===== src/rtl/tpu_host_arbiter_if.sv =====
// Signal bundle between the two command hosts (SPI = 0, buttons = 1), the TPU write/start
// port and the arbiter. The arbiter connects through the slave modport.
interface tpu_host_arbiter_if;
  logic       req0_valid;
  logic       req0_cmd;
  logic [7:0] req0_addr;
  logic [7:0] req0_data;
  logic       req0_full;
  logic       req0_done;

  logic       req1_valid;
  logic       req1_cmd;
  logic [7:0] req1_addr;
  logic [7:0] req1_data;
  logic       req1_full;
  logic       req1_done;

  logic [7:0] tpu_addr;
  logic [7:0] tpu_data_out;
  logic       tpu_data_valid;
  logic       tpu_write_enable;
  logic       tpu_start;
  logic       tpu_busy;
  logic       tpu_done;

  logic       owner;
  logic [1:0] arb_state;
  logic [1:0] overflow;
  logic       timeout_err;

  modport master (
    output req0_valid, req0_cmd, req0_addr, req0_data,
    output req1_valid, req1_cmd, req1_addr, req1_data,
    output tpu_busy, tpu_done,
    input  req0_full, req0_done, req1_full, req1_done,
    input  tpu_addr, tpu_data_out, tpu_data_valid, tpu_write_enable, tpu_start,
    input  owner, arb_state, overflow, timeout_err
  );

  modport slave (
    input  req0_valid, req0_cmd, req0_addr, req0_data,
    input  req1_valid, req1_cmd, req1_addr, req1_data,
    input  tpu_busy, tpu_done,
    output req0_full, req0_done, req1_full, req1_done,
    output tpu_addr, tpu_data_out, tpu_data_valid, tpu_write_enable, tpu_start,
    output owner, arb_state, overflow, timeout_err
  );
endinterface


===== src/rtl/tpu_host_arbiter.sv =====
// Two-host round-robin command arbiter in front of the TPU: per-host FIFOs, WRITE/START issue FSM.
// Optional watchdog on the WAIT states is compiled in with `define TPU_ARB_TIMEOUT_EN.
module tpu_host_arbiter #(
  parameter int FIFO_DEPTH     = 4,
  parameter int TIMEOUT_CYCLES = 1000000
) (
  input logic               clk,
  input logic               rst,
  tpu_host_arbiter_if.slave bus
);
  localparam int AW = $clog2(FIFO_DEPTH);

  typedef enum logic [1:0] {IDLE = 2'd0, WAIT_BUSY = 2'd1, WAIT_DONE = 2'd2} state_e;
  typedef struct packed {
    logic       start;
    logic [7:0] addr;
    logic [7:0] data;
  } cmd_t;

  cmd_t        push_entry [2];
  cmd_t        fifo_mem_q [2][FIFO_DEPTH];
  logic [AW:0] wr_ptr_q [2], wr_ptr_d [2], rd_ptr_q [2], rd_ptr_d [2];
  logic [1:0]  push_valid, push_ok, pop, full, empty;

  state_e     state_q, state_d;
  logic       last_grant_q, last_grant_d, owner_q, owner_d;
  logic [7:0] tpu_addr_q, tpu_addr_d, tpu_data_q, tpu_data_d;
  logic       data_valid_q, data_valid_d, write_en_q, write_en_d, start_q, start_d;
  logic [1:0] done_q, done_d, overflow_q, overflow_d;
  logic       grant, grant_valid;
  cmd_t       head;

`ifdef TPU_ARB_TIMEOUT_EN
  localparam int CW = $clog2(TIMEOUT_CYCLES + 1);
  logic [CW-1:0] wait_cnt_q, wait_cnt_d;
  logic          timeout_err_q, timeout_err_d;
`endif

  always_comb begin : p_param_check
    assert (FIFO_DEPTH >= 2 && (FIFO_DEPTH & (FIFO_DEPTH - 1)) == 0 && TIMEOUT_CYCLES >= 1);
  end

  assign push_valid    = {bus.req1_valid, bus.req0_valid};
  assign push_entry[0] = cmd_t'({bus.req0_cmd, bus.req0_addr, bus.req0_data});
  assign push_entry[1] = cmd_t'({bus.req1_cmd, bus.req1_addr, bus.req1_data});

  always_comb begin
    for (int n = 0; n < 2; n++) begin
      empty[n] = (wr_ptr_q[n] == rd_ptr_q[n]);
      full[n]  = (wr_ptr_q[n][AW] != rd_ptr_q[n][AW]) &&
                 (wr_ptr_q[n][AW-1:0] == rd_ptr_q[n][AW-1:0]);
    end
  end

  // Fullness is judged before this edge's pop, so a push into a full FIFO is dropped.
  assign push_ok     = push_valid & ~full;
  assign grant       = (empty[0] | empty[1]) ? empty[0] : ~last_grant_q;
  assign grant_valid = (state_q == IDLE) && (empty != 2'b11);
  assign head        = fifo_mem_q[grant][rd_ptr_q[grant][AW-1:0]];

  always_comb begin
    for (int n = 0; n < 2; n++) begin
      wr_ptr_d[n] = wr_ptr_q[n] + (AW+1)'(push_ok[n]);
      rd_ptr_d[n] = rd_ptr_q[n] + (AW+1)'(pop[n]);
    end
  end

  // NOTE: every variable gets a default before the case so no path leaves one unassigned (no latches).
  always_comb begin
    state_d      = state_q;
    last_grant_d = last_grant_q;
    owner_d      = owner_q;
    tpu_addr_d   = tpu_addr_q;
    tpu_data_d   = tpu_data_q;
    data_valid_d = 1'b0;
    write_en_d   = 1'b0;
    start_d      = 1'b0;
    done_d       = 2'b00;
    pop          = 2'b00;
    overflow_d   = overflow_q | (push_valid & full);

    case (state_q)
      IDLE: begin
        if (grant_valid) begin
          pop[grant]   = 1'b1;
          last_grant_d = grant;
          if (head.start) begin
            start_d = 1'b1;
            owner_d = grant;
            state_d = WAIT_BUSY;
          end else begin
            tpu_addr_d   = head.addr;
            tpu_data_d   = head.data;
            data_valid_d = 1'b1;
            write_en_d   = 1'b1;
          end
        end
      end
      WAIT_BUSY: begin
        if (bus.tpu_done) begin
          done_d[owner_q] = 1'b1;
          state_d         = IDLE;
        end else if (bus.tpu_busy) begin
          state_d = WAIT_DONE;
        end
      end
      WAIT_DONE: begin
        if (bus.tpu_done) begin
          done_d[owner_q] = 1'b1;
          state_d         = IDLE;
        end
      end
      default: state_d = IDLE;
    endcase

`ifdef TPU_ARB_TIMEOUT_EN
    timeout_err_d = timeout_err_q;
    wait_cnt_d    = '0;
    if (state_q != IDLE) begin
      wait_cnt_d = wait_cnt_q + CW'(1);
      if (!bus.tpu_done && wait_cnt_q == CW'(TIMEOUT_CYCLES - 1)) begin
        state_d       = IDLE;
        timeout_err_d = 1'b1;
      end
    end
`endif
  end

  // NOTE: the storage array is not reset; the pointers alone say which entries are valid.
  always_ff @(posedge clk) begin
    for (int n = 0; n < 2; n++) begin
      if (push_ok[n]) fifo_mem_q[n][wr_ptr_q[n][AW-1:0]] <= push_entry[n];
    end
  end

  // NOTE: registers are written with <= so every flop samples pre-edge values.
  always_ff @(posedge clk) begin
    if (rst) begin
      for (int n = 0; n < 2; n++) begin
        wr_ptr_q[n] <= '0;
        rd_ptr_q[n] <= '0;
      end
      state_q      <= IDLE;
      last_grant_q <= 1'b1;
      owner_q      <= 1'b0;
      tpu_addr_q   <= '0;
      tpu_data_q   <= '0;
      data_valid_q <= 1'b0;
      write_en_q   <= 1'b0;
      start_q      <= 1'b0;
      done_q       <= 2'b00;
      overflow_q   <= 2'b00;
`ifdef TPU_ARB_TIMEOUT_EN
      wait_cnt_q    <= '0;
      timeout_err_q <= 1'b0;
`endif
    end else begin
      for (int n = 0; n < 2; n++) begin
        wr_ptr_q[n] <= wr_ptr_d[n];
        rd_ptr_q[n] <= rd_ptr_d[n];
      end
      state_q      <= state_d;
      last_grant_q <= last_grant_d;
      owner_q      <= owner_d;
      tpu_addr_q   <= tpu_addr_d;
      tpu_data_q   <= tpu_data_d;
      data_valid_q <= data_valid_d;
      write_en_q   <= write_en_d;
      start_q      <= start_d;
      done_q       <= done_d;
      overflow_q   <= overflow_d;
`ifdef TPU_ARB_TIMEOUT_EN
      wait_cnt_q    <= wait_cnt_d;
      timeout_err_q <= timeout_err_d;
`endif
    end
  end

  assign bus.req0_full        = full[0];
  assign bus.req1_full        = full[1];
  assign bus.req0_done        = done_q[0];
  assign bus.req1_done        = done_q[1];
  assign bus.tpu_addr         = tpu_addr_q;
  assign bus.tpu_data_out     = tpu_data_q;
  assign bus.tpu_data_valid   = data_valid_q;
  assign bus.tpu_write_enable = write_en_q;
  assign bus.tpu_start        = start_q;
  assign bus.owner            = owner_q;
  assign bus.arb_state        = state_q;
  assign bus.overflow         = overflow_q;
`ifdef TPU_ARB_TIMEOUT_EN
  assign bus.timeout_err      = timeout_err_q;
`else
  assign bus.timeout_err      = 1'b0;
`endif
endmodule


===== src/flat_wrapper.sv =====
// flat-port wrapper written by rule: the top's interface ports become plain ports
module tpu_host_arbiter_flat 
#(
  parameter int FIFO_DEPTH     = 4,
  parameter int TIMEOUT_CYCLES = 1000000
)
  (clk, rst, bus_req0_valid, bus_req0_cmd, bus_req0_addr, bus_req0_data, bus_req1_valid, bus_req1_cmd, bus_req1_addr, bus_req1_data, bus_tpu_busy, bus_tpu_done, bus_req0_full, bus_req0_done, bus_req1_full, bus_req1_done, bus_tpu_addr, bus_tpu_data_out, bus_tpu_data_valid, bus_tpu_write_enable, bus_tpu_start, bus_owner, bus_arb_state, bus_overflow, bus_timeout_err);
  tpu_host_arbiter_if bus_i ();
  input logic clk;
  input logic rst;
  input wire logic [$bits(bus_i.req0_valid)-1:0] bus_req0_valid;
  input wire logic [$bits(bus_i.req0_cmd)-1:0] bus_req0_cmd;
  input wire logic [$bits(bus_i.req0_addr)-1:0] bus_req0_addr;
  input wire logic [$bits(bus_i.req0_data)-1:0] bus_req0_data;
  input wire logic [$bits(bus_i.req1_valid)-1:0] bus_req1_valid;
  input wire logic [$bits(bus_i.req1_cmd)-1:0] bus_req1_cmd;
  input wire logic [$bits(bus_i.req1_addr)-1:0] bus_req1_addr;
  input wire logic [$bits(bus_i.req1_data)-1:0] bus_req1_data;
  input wire logic [$bits(bus_i.tpu_busy)-1:0] bus_tpu_busy;
  input wire logic [$bits(bus_i.tpu_done)-1:0] bus_tpu_done;
  output wire logic [$bits(bus_i.req0_full)-1:0] bus_req0_full;
  output wire logic [$bits(bus_i.req0_done)-1:0] bus_req0_done;
  output wire logic [$bits(bus_i.req1_full)-1:0] bus_req1_full;
  output wire logic [$bits(bus_i.req1_done)-1:0] bus_req1_done;
  output wire logic [$bits(bus_i.tpu_addr)-1:0] bus_tpu_addr;
  output wire logic [$bits(bus_i.tpu_data_out)-1:0] bus_tpu_data_out;
  output wire logic [$bits(bus_i.tpu_data_valid)-1:0] bus_tpu_data_valid;
  output wire logic [$bits(bus_i.tpu_write_enable)-1:0] bus_tpu_write_enable;
  output wire logic [$bits(bus_i.tpu_start)-1:0] bus_tpu_start;
  output wire logic [$bits(bus_i.owner)-1:0] bus_owner;
  output wire logic [$bits(bus_i.arb_state)-1:0] bus_arb_state;
  output wire logic [$bits(bus_i.overflow)-1:0] bus_overflow;
  output wire logic [$bits(bus_i.timeout_err)-1:0] bus_timeout_err;
  assign bus_i.req0_valid = bus_req0_valid;
  assign bus_i.req0_cmd = bus_req0_cmd;
  assign bus_i.req0_addr = bus_req0_addr;
  assign bus_i.req0_data = bus_req0_data;
  assign bus_i.req1_valid = bus_req1_valid;
  assign bus_i.req1_cmd = bus_req1_cmd;
  assign bus_i.req1_addr = bus_req1_addr;
  assign bus_i.req1_data = bus_req1_data;
  assign bus_i.tpu_busy = bus_tpu_busy;
  assign bus_i.tpu_done = bus_tpu_done;
  assign bus_req0_full = bus_i.req0_full;
  assign bus_req0_done = bus_i.req0_done;
  assign bus_req1_full = bus_i.req1_full;
  assign bus_req1_done = bus_i.req1_done;
  assign bus_tpu_addr = bus_i.tpu_addr;
  assign bus_tpu_data_out = bus_i.tpu_data_out;
  assign bus_tpu_data_valid = bus_i.tpu_data_valid;
  assign bus_tpu_write_enable = bus_i.tpu_write_enable;
  assign bus_tpu_start = bus_i.tpu_start;
  assign bus_owner = bus_i.owner;
  assign bus_arb_state = bus_i.arb_state;
  assign bus_overflow = bus_i.overflow;
  assign bus_timeout_err = bus_i.timeout_err;
  tpu_host_arbiter #(.FIFO_DEPTH(FIFO_DEPTH), .TIMEOUT_CYCLES(TIMEOUT_CYCLES)) u_core (.clk(clk), .rst(rst), .bus(bus_i));
endmodule

===== config.mk =====
export PLATFORM = sky130hd
export DESIGN_NAME = tpu_host_arbiter_flat
export DESIGN_NICKNAME = d
export VERILOG_FILES = /design/src/rtl/tpu_host_arbiter_if.sv /design/src/rtl/tpu_host_arbiter.sv /design/src/flat_wrapper.sv
export SDC_FILE = /design/constraint.sdc
export NUM_CORES = 1
export LEC_CHECK = 0
export CORE_ASPECT_RATIO = 1.75
export CORE_MARGIN = 2
export CORE_UTILIZATION = 50
export CTS_CLUSTER_SIZE = 12
export DETAILED_ROUTE_END_ITERATION = 10
export PLACE_DENSITY = 0.81
export SLEW_MARGIN = 20
export SYNTH_ARGS = -nofsm -noshare
export SYNTH_HDL_FRONTEND = slang
export SYNTH_SLANG_ARGS = --single-unit

===== constraint.sdc =====
create_clock -name clk -period 6.6 [get_ports clk]
set_input_delay 1.32 -clock clk [delete_from_list [all_inputs] [get_ports clk]]
set_output_delay 1.32 -clock clk [all_outputs]
set_load 0.05 [all_outputs]

# == Word-level counts from Yosys, hierarchy flattened ==
# Memory sizes are Yosys's and may differ from the RTL's.
# Index checks and enable logic that the tools add are counted.
# totals
word_cells,104
output_inout_bits,29
romBits,0
inputBits,40
reg_bits,26
n_memories,3
latchBits,0
ram_bits,148
# op_classes
n_lt_le_gt_ge,9
n_mux,33
n_shift,0
bitwise_logic,18
reduce_logical,15
add_sub_neg,4
div_mod_pow,0
eq_ne,13
multipliers,0
# mem_list
memory,words,width,rd,rd_clocked_by_memory_dff,wr,line_no,text
u_core.fifo_mem_q,2,68,1,0,2,tpu_host_arbiter.sv:21,cmd_t fifo_mem_q [2][FIFO_DEPTH];
u_core.rd_ptr_q,2,3,3,0,2,tpu_host_arbiter.sv:22,"logic [AW:0] wr_ptr_q [2], wr_ptr_d [2], rd_ptr_q [2], rd_ptr_d [2];"
u_core.wr_ptr_q,2,3,2,0,2,tpu_host_arbiter.sv:22,
# ops
op,n
$mux W68,2
$demux W17 S2,2
$mux W17,4
$bmux W17 S2,1
$mux W2,7
$add A3 B1 Y3,4
$mux W3,4
$mux W1,10
$ge A3 B3 Y1 const B,3
$not A2 Y3,3
$logic_and A1 B1 Y1,7
$eq A3 B3 Y1,2
$lt A3 B1 Y1 const B,2
$not A1 Y1,6
$pmux W2 S3,1
$reduce_and A3 Y1,2
$reduce_or A3 Y1,2
$or A1 B1 Y1,5
$and A2 B2 Y2,2
$eq A2 B2 Y1,2
$lt A1 B2 Y1 const B,2
$ne A2 B1 Y1 const B,2
$ne A2 B2 Y1 const B,2
$reduce_and A4 Y1,1
other kinds (11),14

# == Depth between registers and ports, before layout ==
# An unclocked memory read counts as a cell.
# logic_depth
ltp_word,12
mapped_depth,11
mapped_depth_nobuf,8

# == Worst setup path after synthesis ==
# Ideal clock, no wire load.
# synth_timing
kind,input port to flip-flop
from,input port bus_req0_valid
to,memory u_core.fifo_mem_q[0][51] (netlist bit) (enable)
required_time_ns,6.184
setup_slack_ns,3.281
n_path_buf,0
t_arrival_ns,2.903
path_stages,2
setup_time_ns,0.416
cell_sequence,nor2b_1 nor3b_1
# synth_rtl
element,line_no,text
from (decl),flat_wrapper.sv:11,input wire logic [$bits(bus_i.req0_valid)-1:0] bus_req0_valid;
to (decl),tpu_host_arbiter.sv:21,

==> flow_summary.toml <==
[run_status]
outcome = "finished, final reports clean"

[clock_tree]
cts_hold_buf = 0
path_clk_slew_ns = 0.06
clkLatencyLatePin_ns = 0.42
cts.sinks = 174
cts_root_buf = "clkbuf_16"
postCtsSetupBuffers = 0
htree_num_levels = 4
ctsResizeCount = 0
numCtsBuffers = 17
cts_buffer_depth = 2
cts_tree = "done"

[setup_path]
max_stage_delay_ns = 0.87
crit_slowest_cell = "clkdlybuf4s50_1"
cp_cell_sequence = "buf_4 -> xor2_1 -> nor3_1 -> clkdlybuf4s50_1"
crit_fanout = 37
worst_ep_arrival_time_ns = 2.50
start_kind = "register"
worstSetupPathType = "register to primary output"
cp.required_ns = 5.28
cp-end-kind = "primary output"

[power_and_ir_drop]
power.switching_uw = 1280
intPower_uw = 2250
comb_power_share_pct = 36.3
ir_drop_v = 0.000225
p_seq_share_pct = 38.1
netSwitchingFraction_pct = 36.2
leakage_uw = 0.00288
p_clk_share_pct = 25.6
power_density_mw_per_mm2 = 412

[die]
start_util_pct = 50.6
core_mm2 = 0.0142
dieArea_mm2 = 0.0154
die_h_um = 163
ios = 69
row_count = 58
die_x_um = 94.7

[layout]
nNetsFinal = 591
layout-drive-gt1-share_pct = 18.3
multi_input_area_mm2 = 0.00219
seqCellArea_mm2 = 0.00485
nFillCells = 1070
area_delta_synth_final_pct = 19.1
diodes = 0
layout.cells.non_filler = 733

[timing]
worstMarginPinSlew_ns = 1.09
finalCritPeriodShare_pct = 57.9
fmax_mhz = 262
hold_viol_final = 0
slew_headroom_pct = 27.3
slew_violations = 0
rsz0062_at_grt = "false"
setup_tns_ns = 0
finalSetupViolations = 0
period_minus_slack_ns = 3.82
finalClockSkew_ns = 0.00978

[routing]
wl_mm = 15.1
dr.pass1.iters = 5
ant_nets = 0
vias = 4278
wl_per_cell_um = 20.6
drt_iter0_markers = 261
vias_per_cell = 5.84
drt_drc_violations_left = 0

[logic_synthesis]
synth_area_mm2 = 0.00720
syn_avg_cell_area_um2 = 15.3
synth_enable_flop_cells = 136
seq_area_frac_synth_pct = 67.3
syn-instance-count = 472
ys_warn_count = 0
ys_ff_latch = 174
synth_cell_types = 51
async_flop_share_pct = 0
syn_nets = 523
synth_ff_type = "edfxtp_1"

[global_routing]
antenna_found_initial = 0
overflow = 0
gr-usage-all-layers_pct = 20.5
grt_pass1_vias = 4567
grt_pass1_wl_mm = 23.3
grt_max_degree = 41

[placed_design]
port_buffers = 67
place_congestion = 0.861
dp_hpwl_mm = 9.69
placedCellCount = 701

[job]
cap_violations = 0

[min_path]
holdCritPathClass = "register to register"
cells by family (layout without fill, tap and decap cells):
group                      Yosys count  in the layout  synth area share (%)
DFF                                174            174                  67.3
AOI/OAI and AO/OA                   90             90                  11.0
and+or+nand+nor                     80             80                  5.37
muxes                               69             69                  10.2
buffers and inverters               34            115                  2.42
xor gates and xnor gates            13             13                  1.79
adders and majority gates           11             11                  1.91
other                                1              1                0.0521
registers in the layout, indices dropped and copies added (netlist names), 2 cells and up:
name,count
u_core.bus.tpu_data_out,8
u_core.done_q,2
u_core.bus.overflow,2
u_core.bus.tpu_addr,8
u_core.bus.arb_state,2
u_core.rd_ptr_q,6
u_core.wr_ptr_q,6
u_core.fifo_mem_q,136
synth_stat cells (all sizes together), types with 10 or more instances:
| library cell | n | area share (%) |
|---|---|---|
| a31oi | 17 | 1.5 |
| dfxtp | 38 | 11 |
| mux2i | 35 | 4.9 |
| nand2 | 38 | 2.0 |
| mux2 | 34 | 5.3 |
| o211ai | 35 | 4.0 |
| ha | 11 | 1.9 |
| edfxtp | 136 | 57 |
| buf | 15 | 1.4 |
| a311oi | 16 | 2.8 |
| nor2b | 10 | 0.87 |
| nor2 | 13 | 0.68 |
| clkbuf | 13 | 0.68 |
power by group through the flow:
stage | Clock, uW | Sequential, uW | Combinational, uW
after CTS | 912 | 1350 | 1280
after global routing | 955 | 1350 | 1360
after detailed placement | 0 | 1370 | 1250
after floorplan | 0 | 1490 | 830
final | 903 | 1350 | 1280
after global placement | 0 | 1360 | 1210
routing by layer:
metal,global-route usage (%),wire (um),vias to the layer above
met5,0,0,-
li1,-,-,1969
met2,36.4,8280,161
met1,21.7,5480,2099
met4,12.0,652,0
met3,4.77,683,49
placed cells by master (no fill, tap or decap), drive strengths merged, types with 5 or more instances in the layout:
| cell type | netlist | routed |
|---|---|---|
| clkinv | 0 | 5 |
| clkdlybuf4s50 | 0 | 67 |
| nor2 | 13 | 13 |
| xor2 | 6 | 6 |
| nor2b | 10 | 10 |
| buf | 15 | 10 |
| mux2i | 35 | 35 |
| clkbuf | 13 | 21 |
| nor3 | 7 | 7 |
| a311oi | 16 | 16 |
| edfxtp | 136 | 136 |
| dfxtp | 38 | 38 |
| xnor2 | 7 | 7 |
| mux2 | 34 | 34 |
| a31oi | 17 | 17 |
| ha | 11 | 11 |
| o211ai | 35 | 35 |
| inv | 6 | 9 |
| nand2 | 38 | 38 |
critical path: cells and delay by family, from the launching register on:
family        cells  cell delay (ns)
buf+inv           2             1.30
flops             1             0.30
xor+xnor          1             0.19
simple gates      1             0.29
path summary, 6_finish.rpt:
kind / slack (ns) / start / depth (start not counted) / to
max: 2.78 / u_core.rd_ptr_q[0][0]$_SDFF_PP0_ / 4 / bus_req0_full
min: 0.45 / u_core.bus.owner$_SDFFE_PP0P_ / 1 / u_core.done_q[0]$_SDFF_PP0_
max reg2reg: 3.17 / u_core.rd_ptr_q[0][0]$_SDFF_PP0_ / 8 / u_core.bus.tpu_data_out[0]$_SDFFE_PP0P_
min reg2reg: 0.45 / u_core.bus.owner$_SDFFE_PP0P_ / 1 / u_core.done_q[0]$_SDFF_PP0_
layout make-up:
type,count,share of cell area (%)
Clock buffer,21,5.37
Multi-Input combinational cell,264,25.5
Timing Repair Buffer,77,8.70
Clock inverter,11,0.992
Tap cell,180,2.63
Sequential cell,174,56.5
Inverter,6,0.263
through the flow:
stage          util, %  hold WS [ns]  instance area [um^2]  total power, uW  worst slack [ns]
2_1_floorplan        -         0.502                  7200             2320              3.28
3_3_place_gp      56.5         0.430                  8030             2580              3.25
3_5_place_dp      56.5         0.451                  8030             2620              3.19
4_1_cts           60.3         0.459                  8580             3540              2.75
5_1_grt           60.3         0.484                  8580             3670              2.62
6_report          60.3         0.448                  8580             3530              2.78
Note: power is estimated with default switching activity, not from simulation.
